File: src/rtl/aoi_pkg.sv
// Shared types and default geometry for param_aoi_unit.
package aoi_pkg;
    // Sweep controller states
    typedef enum logic [1:0] {
        IDLE  = 2'd0,
        DRAIN = 2'd1,
        SWEEP = 2'd2,
        FLUSH = 2'd3
    } aoi_state_e;

    // Default geometry reproduces the 4-input AOI ~((a&b)|(c&d))
    localparam int GROUPS_DEF = 2;
    localparam int GW_DEF     = 2;
endpackage

File: src/rtl/param_aoi_unit_if.sv
// Operand/result handshake bundle for param_aoi_unit.
interface param_aoi_unit_if #(
    parameter int N = 4
) ();
    logic         in_valid;
    logic         in_ready;
    logic [N-1:0] in_data;
    logic         out_valid;
    logic         out_ready;
    logic         out_data;

    // Producer/consumer side (drives operands, accepts results)
    modport master (
        output in_valid, in_data, out_ready,
        input  in_ready, out_valid, out_data
    );

    // Unit side
    modport slave (
        input  in_valid, in_data, out_ready,
        output in_ready, out_valid, out_data
    );
endinterface

File: src/rtl/aoi_and_group.sv
// One GW-input AND term feeding the first pipeline stage.
module aoi_and_group #(
    parameter int GW = 2
) (
    input  logic [GW-1:0] a,
    output logic          y
);
    assign y = &a;
endmodule

File: src/rtl/param_aoi_unit.sv
// Parameterised AND-OR-INVERT unit: 2-stage valid/ready pipeline computing
// ~(OR over groups of AND(group)). With AOI_SWEEP_EN defined, a controller
// can sweep all 2^N input vectors through the same pipeline and count the
// results that are 1. Without AOI_SWEEP_EN the unit is evaluation-only.
module param_aoi_unit
    import aoi_pkg::*;
#(
    parameter int GROUPS = GROUPS_DEF,
    parameter int GW     = GW_DEF
) (
    input  logic                 clk,
    input  logic                 rst,
    param_aoi_unit_if.slave      bus,
    input  logic                 start,
    output logic                 busy,
    output logic                 done,
    output logic [GROUPS*GW:0]   ones_count
);
    localparam int N = GROUPS * GW;

    // Sweep-controller hooks into the datapath
    logic         sweep_inj;  // inject sweep_vec into S1 this cycle
    logic [N-1:0] sweep_vec;
    logic         idle_ok;    // controller allows external vectors

    // Pipeline state; *_swp marks entries that belong to a sweep
    logic              s1_vld_q, s1_vld_d, s1_swp_q, s1_swp_d;
    logic [GROUPS-1:0] s1_and_q, s1_and_d;
    logic              s2_vld_q, s2_vld_d, s2_swp_q, s2_swp_d;
    logic              s2_data_q, s2_data_d;

    logic              adv, accept;
    logic [N-1:0]      s1_src;
    logic [GROUPS-1:0] and_terms;

    // Sweep results never stall: they are counted, not presented downstream
    assign adv          = !s2_vld_q || s2_swp_q || bus.out_ready;
    assign bus.in_ready = adv && idle_ok;
    assign accept       = bus.in_valid && bus.in_ready;
    assign s1_src       = sweep_inj ? sweep_vec : bus.in_data;

    assign bus.out_valid = s2_vld_q && !s2_swp_q;
    assign bus.out_data  = s2_data_q;

    for (genvar g = 0; g < GROUPS; g++) begin : g_and
        aoi_and_group #(.GW(GW)) u_and (
            .a (s1_src[g*GW +: GW]),
            .y (and_terms[g])
        );
    end

    // Pipeline next state: load both stages together when adv, else hold
    always_comb begin
        s1_vld_d  = s1_vld_q;
        s1_swp_d  = s1_swp_q;
        s1_and_d  = s1_and_q;
        s2_vld_d  = s2_vld_q;
        s2_swp_d  = s2_swp_q;
        s2_data_d = s2_data_q;
        if (adv) begin
            s1_vld_d = accept || sweep_inj;
            s1_swp_d = sweep_inj;
            s1_and_d = and_terms;
            s2_vld_d = s1_vld_q;
            s2_swp_d = s1_swp_q;
            if (s1_vld_q) s2_data_d = ~|s1_and_q;
        end
    end

    // Pipeline registers
    always_ff @(posedge clk) begin
        if (rst) begin
            s1_vld_q  <= 1'b0;
            s1_swp_q  <= 1'b0;
            s1_and_q  <= '0;
            s2_vld_q  <= 1'b0;
            s2_swp_q  <= 1'b0;
            s2_data_q <= 1'b1;
        end else begin
            s1_vld_q  <= s1_vld_d;
            s1_swp_q  <= s1_swp_d;
            s1_and_q  <= s1_and_d;
            s2_vld_q  <= s2_vld_d;
            s2_swp_q  <= s2_swp_d;
            s2_data_q <= s2_data_d;
        end
    end

`ifdef AOI_SWEEP_EN
    aoi_state_e   state_q, state_d;
    logic [N-1:0] cnt_q, cnt_d;
    logic [N:0]   ones_q, ones_d;
    logic         done_q, done_d;

    // FSM state register
    always_ff @(posedge clk) begin
        if (rst) state_q <= IDLE;
        else     state_q <= state_d;
    end

    // FSM next state: drain pending work, sweep, then wait for the tail
    always_comb begin
        state_d = state_q;
        case (state_q)
            IDLE:    if (start) state_d = DRAIN;
            DRAIN:   if (!s1_vld_q && !s2_vld_q) state_d = SWEEP;
            SWEEP:   if (&cnt_q) state_d = FLUSH;
            // Last vector sits alone in S2 and is counted on this edge
            FLUSH:   if (!s1_vld_q && s2_vld_q) state_d = IDLE;
            default: state_d = IDLE;
        endcase
    end

    // FSM outputs plus counter/tally next values
    always_comb begin
        busy      = (state_q != IDLE);
        sweep_inj = (state_q == SWEEP);
        idle_ok   = (state_q == IDLE) && !start;
        cnt_d     = cnt_q;
        ones_d    = ones_q;
        done_d    = 1'b0;
        if (state_q == DRAIN && state_d == SWEEP) begin
            cnt_d  = '0;
            ones_d = '0;
        end
        if (state_q == SWEEP && !(&cnt_q)) cnt_d = cnt_q + 1'b1;
        if (s2_vld_q && s2_swp_q && s2_data_q) ones_d = ones_q + 1'b1;
        if (state_q == FLUSH && state_d == IDLE) done_d = 1'b1;
    end

    // Sweep counter, ones tally and done pulse
    always_ff @(posedge clk) begin
        if (rst) begin
            cnt_q  <= '0;
            ones_q <= '0;
            done_q <= 1'b0;
        end else begin
            cnt_q  <= cnt_d;
            ones_q <= ones_d;
            done_q <= done_d;
        end
    end

    assign sweep_vec  = cnt_q;
    assign done       = done_q;
    assign ones_count = ones_q;
`else
    logic unused_start;

    assign unused_start = start;
    assign sweep_inj    = 1'b0;
    assign sweep_vec    = '0;
    assign idle_ok      = 1'b1;
    assign busy         = 1'b0;
    assign done         = 1'b0;
    assign ones_count   = '0;
`endif

endmodule

File: src/flat_wrapper.sv
// flat-port wrapper written by rule: the top's interface ports become plain ports
module param_aoi_unit_flat import aoi_pkg::*;
#(
    parameter int GROUPS = GROUPS_DEF,
    parameter int GW     = GW_DEF
)
  (clk, rst, start, busy, done, ones_count, bus_in_valid, bus_in_data, bus_out_ready, bus_in_ready, bus_out_valid, bus_out_data);
  param_aoi_unit_if bus_i ();
  input  logic clk;
  input  logic rst;
  input  logic start;
  output logic busy;
  output logic done;
  output logic [GROUPS*GW:0] ones_count;
  input wire logic [$bits(bus_i.in_valid)-1:0] bus_in_valid;
  input wire logic [$bits(bus_i.in_data)-1:0] bus_in_data;
  input wire logic [$bits(bus_i.out_ready)-1:0] bus_out_ready;
  output wire logic [$bits(bus_i.in_ready)-1:0] bus_in_ready;
  output wire logic [$bits(bus_i.out_valid)-1:0] bus_out_valid;
  output wire logic [$bits(bus_i.out_data)-1:0] bus_out_data;
  assign bus_i.in_valid = bus_in_valid;
  assign bus_i.in_data = bus_in_data;
  assign bus_i.out_ready = bus_out_ready;
  assign bus_in_ready = bus_i.in_ready;
  assign bus_out_valid = bus_i.out_valid;
  assign bus_out_data = bus_i.out_data;
  param_aoi_unit #(.GROUPS(GROUPS), .GW(GW)) u_core (.clk(clk), .rst(rst), .bus(bus_i), .start(start), .busy(busy), .done(done), .ones_count(ones_count));
endmodule
File: config.mk
export PLATFORM = sky130hd
export DESIGN_NAME = param_aoi_unit_flat
export DESIGN_NICKNAME = d
export VERILOG_FILES = /design/src/rtl/aoi_pkg.sv /design/src/rtl/param_aoi_unit_if.sv /design/src/rtl/aoi_and_group.sv /design/src/rtl/param_aoi_unit.sv /design/src/flat_wrapper.sv
export SDC_FILE = /design/constraint.sdc
export NUM_CORES = 1
export LEC_CHECK = 0
export ABC_AREA = 1
export BUFFER_PORTS_ARGS = -buffer_cell sky130_fd_sc_hd__buf_4
export CELL_PAD_IN_SITES_DETAIL_PLACEMENT = 1
export CELL_PAD_IN_SITES_GLOBAL_PLACEMENT = 1
export CORE_AREA = 2 2 39 41
export CTS_CLUSTER_DIAMETER = 100
export DETAILED_ROUTE_END_ITERATION = 7
export DIE_AREA = 0 0 41 43
export GPL_TIMING_DRIVEN = 0
export PLACE_DENSITY_LB_ADDON = 0.1
export REMOVE_ABC_BUFFERS = 1
export SYNTH_ARGS = -nofsm -noshare
export SYNTH_HDL_FRONTEND = slang
export SYNTH_SLANG_ARGS = --single-unit
File: constraint.sdc
create_clock -name clk -period 1.15 [get_ports clk]
set_input_delay 0.0575 -clock clk [delete_from_list [all_inputs] [get_ports clk]]
set_output_delay 0.0575 -clock clk [all_outputs]
set_load 0.005 [all_outputs]
# Word level (Yosys, flattened, before mapping)
# Cells that the tools add are included.
# word_totals
reg_bits	5
in_bits	9
wordCells	12
# classes
reduce_logical	8
# op_table
cell	count
AND reduction 2 bit	3
logical NOT 1 bit	2
OR reduction 2 bit	1
logical AND 1 bit	1
logical OR 1 bit	1

# Logic depth before layout (Yosys ltp)
# Gate-level depths: netlist of the first run.
# logic_depth
depth_word	3
depth_mapped	5

# By module
# Synthesis of the first run repeated with hierarchy kept, for this count alone.
# unflattened
hier_cells	36
area_unflattened_um2	261.5
# by_module_without_submodules
module	instances	cells_each	area_each_um2	seq_area_each_um2
param_aoi_unit	1	32	246.5	100.1
aoi_and_group	2	2	7.5	0.0

# Worst setup path after synthesis of the first run
# OpenSTA, ideal clock, no wires.
# synth_path
path_type	register -> register
startpoint	register u_core.s2_vld_q
endpoint	register u_core.s1_and_q[0]
setup_ns	0.116
arrival_time_ns	0.639
setup_slack_ns	0.395
stages_incl_launch_ff	4
n_path_buf	0
synth_period_minus_slack_ns	0.755
cell_sequence	dfxtp_1 > nand2_4 > o21ai_0 > nor2_1
# synth_via
elab_chain_cells	2
# synth_lines
item	line	text
from (decl)	param_aoi_unit.sv:29	logic s2_vld_q, s2_vld_d, s2_swp_q, s2_swp_d;
from (signal assigned)	param_aoi_unit.sv:83	s2_vld_q <= s2_vld_d;
logical NOT 1 bit	param_aoi_unit.sv:37	assign adv = !s2_vld_q || s2_swp_q || bus.out_ready;
logical OR 1 bit	param_aoi_unit.sv:37	
net bus_in_ready	flat_wrapper.sv:18	output wire logic [$bits(bus_i.in_ready)-1:0] bus_in_ready;
to (signal assigned)	param_aoi_unit.sv:82	s1_and_q <= s1_and_d;
to (decl)	param_aoi_unit.sv:28	logic [GROUPS-1:0] s1_and_q, s1_and_d;
# The timed path passes the listed nets, and every way through them passes these cells.
# A chain may end at the register's enable or synchronous reset.

# Worst setup path after layout of the first run
# layout_path
startpoint	register u_core.s2_vld_q
endpoint	output bus_in_ready
# layout_via
elab_chain_cells	2
# layout_lines
item	line
logical NOT 1 bit	param_aoi_unit.sv:37
logical OR 1 bit	param_aoi_unit.sv:37
to (decl)	flat_wrapper.sv:18
# Every way passes these cells.

==> impl_metrics.ini, run 1 <==
[pwr]
cellLeakagePower_uw = 0.0002020
power_density_mw_per_mm2 = 1271
ir_drop_uv = 463.2

[detailed_routing]
vias = 235
via_per_inst = 3.561
drc = 0
drt-wirelength-per-cell_microns = 6.985
drt-initial-drc-count = 3
routed_wl_microns = 461
drt_pass1_iterations = 2
final_antenna_net_count = 0

[finish]
layout_commonest_cell = buf_4
drive_gt1_share_pct = 34.00
n_antenna_cell = 0
mostFrequentLayoutCells = buf_4, nor2_1, conb_1
finalNetCount = 60
instances_no_fill = 66
area_delta_synth_final_pct = 38.76

[synthesis]
yosys_warnings = 0
ys_seq_area_share_pct = 38.28
syn-instance-count = 36
yosysUniqueCellTypes = 13
syn_area_sq_um = 261.5
yosysTopAreaCellShare_pct = 38.28
synth_area_per_cell_sq_um = 7.264
synthTopCellsByArea = dfxtp_1, buf_4, nor2_1, o21ai_0, inv_1
synth_largest_area_cell = dfxtp_1
synth_seq_cells = 5

[critical_path]
crit_path_start_kind = flop
crit_type = flop to output pin
path_max_fanout = 8
reg2regPathDepth = 3
cp.arrival_ns = 0.84
cp-end-kind = output pin
reg2reg_slack_ns = 0.36
timing.rr.start = u_core.s2_vld_q$_SDFFE_PP0P_
r2r_end = u_core.s1_and_q[1]$_SDFFE_PP0P_
critPathRequiredTime_ns = 1.09

[cts]
numCtsBuffers = 3
cts_root_buf = clkbuf_4
insertion_delay_ns = 0.24
cts_tree = done
clock_path_buffers = 2
cts_resized = 0
path_clk_slew_ns = 0.05
htreeDepth = 1
cts_sinks = 5
postCtsSetupBuffers = 0

[placed_design]
pre_cts_ws_ns = 0.3617
io_buffers = 10
gp_congestion = 0.6858
dp_hpwl_microns = 388.9
placed_cells_incl_taps = 61

[floorplan]
dieArea_sq_mm = 0.001763
ios = 19
rows = 14
initial_utilization_pct = 18.90
core_area_sq_mm = 0.001384
die_h_microns = 43
die_x_microns = 41

[sta]
min_period_ns = 0.9021
finalSetupTns_ns = 0
setup_viol = 0
grt_setup_unrepaired = false
setup_slack_ns = 0.2479
skew_ns = 0.002757
finalHoldViolations = 0
max_freq_mhz = 1109
finalCritPeriodShare_pct = 78.44
whs_ns = 0.04293
slew_viol_final = 0

[status]
status = completed

[global_routing]
grt_pass1_vias = 172
antenna_found_initial = 0
grt_use_total_pct = 5.734
grt_max_degree = 9
grt_pass1_wl_microns = 641
grt_overflow = 0

[hold_path]
min_to = u_core.s1_vld_q$_SDFFE_PP0P_
min_path_type = primary input to flop
hp-start = bus_in_valid
holdPathStages = 3

[run]
maxCapViolCount = 0
[where the power goes]
group          switching, uW  internal (uW)  leakage [uW]
combinational           30.6           37.0      0.000146
sequential              7.34            186     0.0000413
clock                   69.5            131     0.0000150
[routing by layer]
metal	up-vias	part of all wire, %	track usage, %
li1	125	-	-
met1	96	42	7.443
met2	14	44	6.875
met3	0	13	3.141
met4	0	0	4.000
met5	-	0	0
[worst max-delay path, cell delays in order (launching register included)]
cell	delay, ns
dfxtp_1	0.36
nand2_4	0.10
buf_4	0.14
[worst max-delay path by stage]
stage	from	end	slack, ns	cells after the start
after floorplan	u_core.s2_vld_q$_SDFFE_PP0P_	u_core.s1_and_q[0]$_SDFFE_PP0P_	0.39	3
after global placement	u_core.s2_vld_q$_SDFFE_PP0P_	u_core.s1_and_q[1]$_SDFFE_PP0P_	0.37	3
after detailed placement	u_core.s2_vld_q$_SDFFE_PP0P_	u_core.s1_vld_q$_SDFFE_PP0P_	0.36	3
after CTS	u_core.s2_vld_q$_SDFFE_PP0P_	bus_in_ready	0.23	2
after global routing	u_core.s2_vld_q$_SDFFE_PP0P_	bus_in_ready	0.21	2
final	u_core.s2_vld_q$_SDFFE_PP0P_	bus_in_ready	0.25	2
[cells by family after synthesis]
| group | Yosys count | share of synthesized area (%) |
|---|---|---|
| DFF | 5 | 38.28 |
| AOI/OAI and AO/OA | 4 | 7.652 |
| buffers and inverters | 12 | 27.75 |
| and+or+nand+nor | 14 | 24.88 |
| other | 1 | 1.434 |
[what timing repair did]
item / 4_1_cts / 5_1_grt
hold buffers: 1 / 0
setup endpoints to repair: 0 / 0
endpoints found under the hold margin: 1 / 0
[flip-flops by register name, summed over array words and instances (netlist names)]
name,count
u_core.bus.out_data,1
u_core.s1_and_q,2
u_core.s1_vld_q,1
u_core.s2_vld_q,1
[cell type report]
type	count	area, sq um
tap	16	20.02
multi-input combinational	25	111.4
inverter	5	20.02
clock buffer	4	26.28
sequential	5	100.1
timing repair buffer	11	85.08
fill	177	1021
[cell usage after synthesis (all sizes together)]
master / n
nand2: 5
a21oi: 1
nand3: 2
dfxtp: 5
buf: 7
inv: 4
nor2: 7
clkinv: 1
o21ai: 3
conb: 1
[metrics by stage]
| stage | utilization (%) | power, uW | cell area [sq um] |
|---|---|---|---|
| 2_1_floorplan | - | 228.2 | 231.5 |
| 3_3_place_gp | 23.60 | 260.8 | 326.6 |
| 3_5_place_dp | 23.60 | 262.0 | 326.6 |
| 4_1_cts | 26.22 | 476.0 | 362.8 |
| 5_1_grt | 26.22 | 494.8 | 362.8 |
| 6_report | 26.22 | 461.2 | 362.8 |
Note: power is estimated with default switching activity, not from simulation.
==> run 2, diff against run 1 <==
CORE_AREA = default   (was 2 2 39 41)
CORE_MARGIN = 2   (was default)
CORE_UTILIZATION = 20   (was default)
DIE_AREA = default   (was 0 0 41 43)
clock period = 0.8 ns   (was 1.15 ns; I/O delays follow)
==> run 2 against run 1 <==
Net effect:
- the flow now finishes with violations (negative setup slack)
- cell count shrank 1.5%
- non-clock buffer count is the same
- die area shrank 8.5%
- core utilization grew 3.2 points
- worst setup slack lost 0.28 ns
- combinational power grew 48%
- global-route usage grew 2.6 points
- critical path type unchanged
- critical endpoint unchanged
- largest cell class unchanged
- largest power group unchanged
==> impl_metrics.ini, run 2 (same netlist as run 1, synthesis figures left out) <==
[sta]
finalCritPeriodShare_pct = 103.7
grt_setup_unrepaired = true
slew_viol_final = 0
max_freq_mhz = 1205
skew_ns = 0.003976
min_period_ns = 0.8296
setup_slack_ns = -0.02956
finalHoldViolations = 0
setup_viol = 1

[critical_path]
crit_type = flop to output pin
timing.rr.start = u_core.s2_vld_q$_SDFFE_PP0P_
crit_path_start_kind = flop
critPathRequiredTime_ns = 0.76
cp-end-kind = output pin
cp-startpoint = u_core.s2_vld_q$_SDFFE_PP0P_
path_max_fanout = 8
cp.arrival_ns = 0.79

[global_routing]
grt_use_total_pct = 8.285
antenna_found_initial = 0
grt_pass1_wl_microns = 731
grt_pass1_vias = 197
grt_overflow = 0
grt_max_degree = 9

[detailed_routing]
drt-initial-drc-count = 2
via_per_inst = 3.692
drc = 0
drt_pass1_iterations = 2
vias = 240
drt-wirelength-per-cell_microns = 7.692
routed_wl_microns = 500
final_antenna_net_count = 0

[finish]
regMostFlops = u_core.s1_and_q
drive_gt1_share_pct = 38.00
area_delta_synth_final_pct = 41.15
mostFrequentLayoutCells = buf_4, conb_1, nor2_1
instances_no_fill = 65
layout_commonest_cell = buf_4
stdcell_area_sq_um = 369.1
n_antenna_cell = 0
largest_reg_flops = 2
finalNetCount = 60

[cts]
cts_root_buf = clkbuf_4
cts_tree = done
clock_path_buffers = 2
cts_sinks = 5
htreeDepth = 1
numCtsBuffers = 3
path_clk_slew_ns = 0.04
insertion_delay_ns = 0.24

[placed_design]
placed_cells_incl_taps = 60
place_area_sq_um = 325.3
gp_congestion = 0.6487
io_buffers = 10

[floorplan]
rows = 13
die_h_microns = 40.16
initial_utilization_pct = 20.88
dieArea_sq_mm = 0.001613
ios = 19
die_x_microns = 40.16
core_area_sq_mm = 0.001252

[pwr]
power_density_mw_per_mm2 = 1811
ir_drop_uv = 628.4
cellLeakagePower_uw = 0.0002044

[hold_path]
min_path_type = primary input to flop
hp-start = bus_in_valid

[run]
maxCapViolCount = 0

[status]
violations = negative setup slack
status = finished with violations
run 2: critical path: stages (launching register included):
cell and delay (ns):
dfxtp_2 0.34, nand2_4 0.08, buf_6 0.12
run 2: layer usage:
layer | vias to the layer above | part of all wire [%] | global-route usage [%]
met3 | 2 | 15 | 8.333
met4 | 0 | 2.6 | 7.759
met2 | 15 | 47 | 12.10
met5 | - | 0 | 0
li1 | 122 | - | -
met1 | 101 | 35 | 5.980
run 2: worst paths after layout:
check                                                        end  slack [ns]  depth (start not counted)
worst max-delay path                                bus_in_ready       -0.03                          2
worst max register to register   u_core.s1_and_q[1]$_SDFFE_PP0P_        0.04                          3
worst min register to register  u_core.bus.out_data$_SDFFE_PP1P_        0.46                          2
worst min-delay path                u_core.s1_vld_q$_SDFFE_PP0P_        0.02                          3
run 2: layout make-up:
type,instances,area (sq um)
Clock buffer,4,26.28
Fill cell,164,883.3
Inverter,5,20.02
Multi-Input combinational cell,25,113.9
Sequential cell,5,101.3
Tap cell,15,18.77
Timing Repair Buffer,11,88.84
run 2: per-stage QoR:
step | setup TNS, ns | power [uW] | hold WS, ns | worst slack, ns | util [%]
after floorplan | 0 | 328.0 | 0.1091 | 0.04471 | -
after CTS | -0.04614 | 684.6 | 0.01220 | -0.04614 | 29.27
after global placement | 0 | 374.8 | 0.2062 | 0.02200 | 25.97
final | -0.02956 | 668.4 | 0.01860 | -0.02956 | 29.47
after global routing | -0.1279 | 728.2 | 0.02044 | -0.07493 | 29.47
after detailed placement | -0.002607 | 376.8 | 0.2085 | -0.002607 | 25.97
run 2: what timing repair did:
action / in CTS / in global routing
hold endpoints to repair: 1 / 0
setup buffers: 0 / 0
pin swaps: 1 / 0
hold buffers: 1 / 0
resized for setup: 2 / 1
setup endpoints to repair: 3 / 4
run 2: report_power, final:
group	switching, uW	leakage (uW)	internal, uW	total [uW]
Combinational	45.1	0.000148	54.8	99.9
Sequential	10.2	0.0000417	268	278
Clock	102	0.0000150	188	290
Total	157	0.000204	511	668
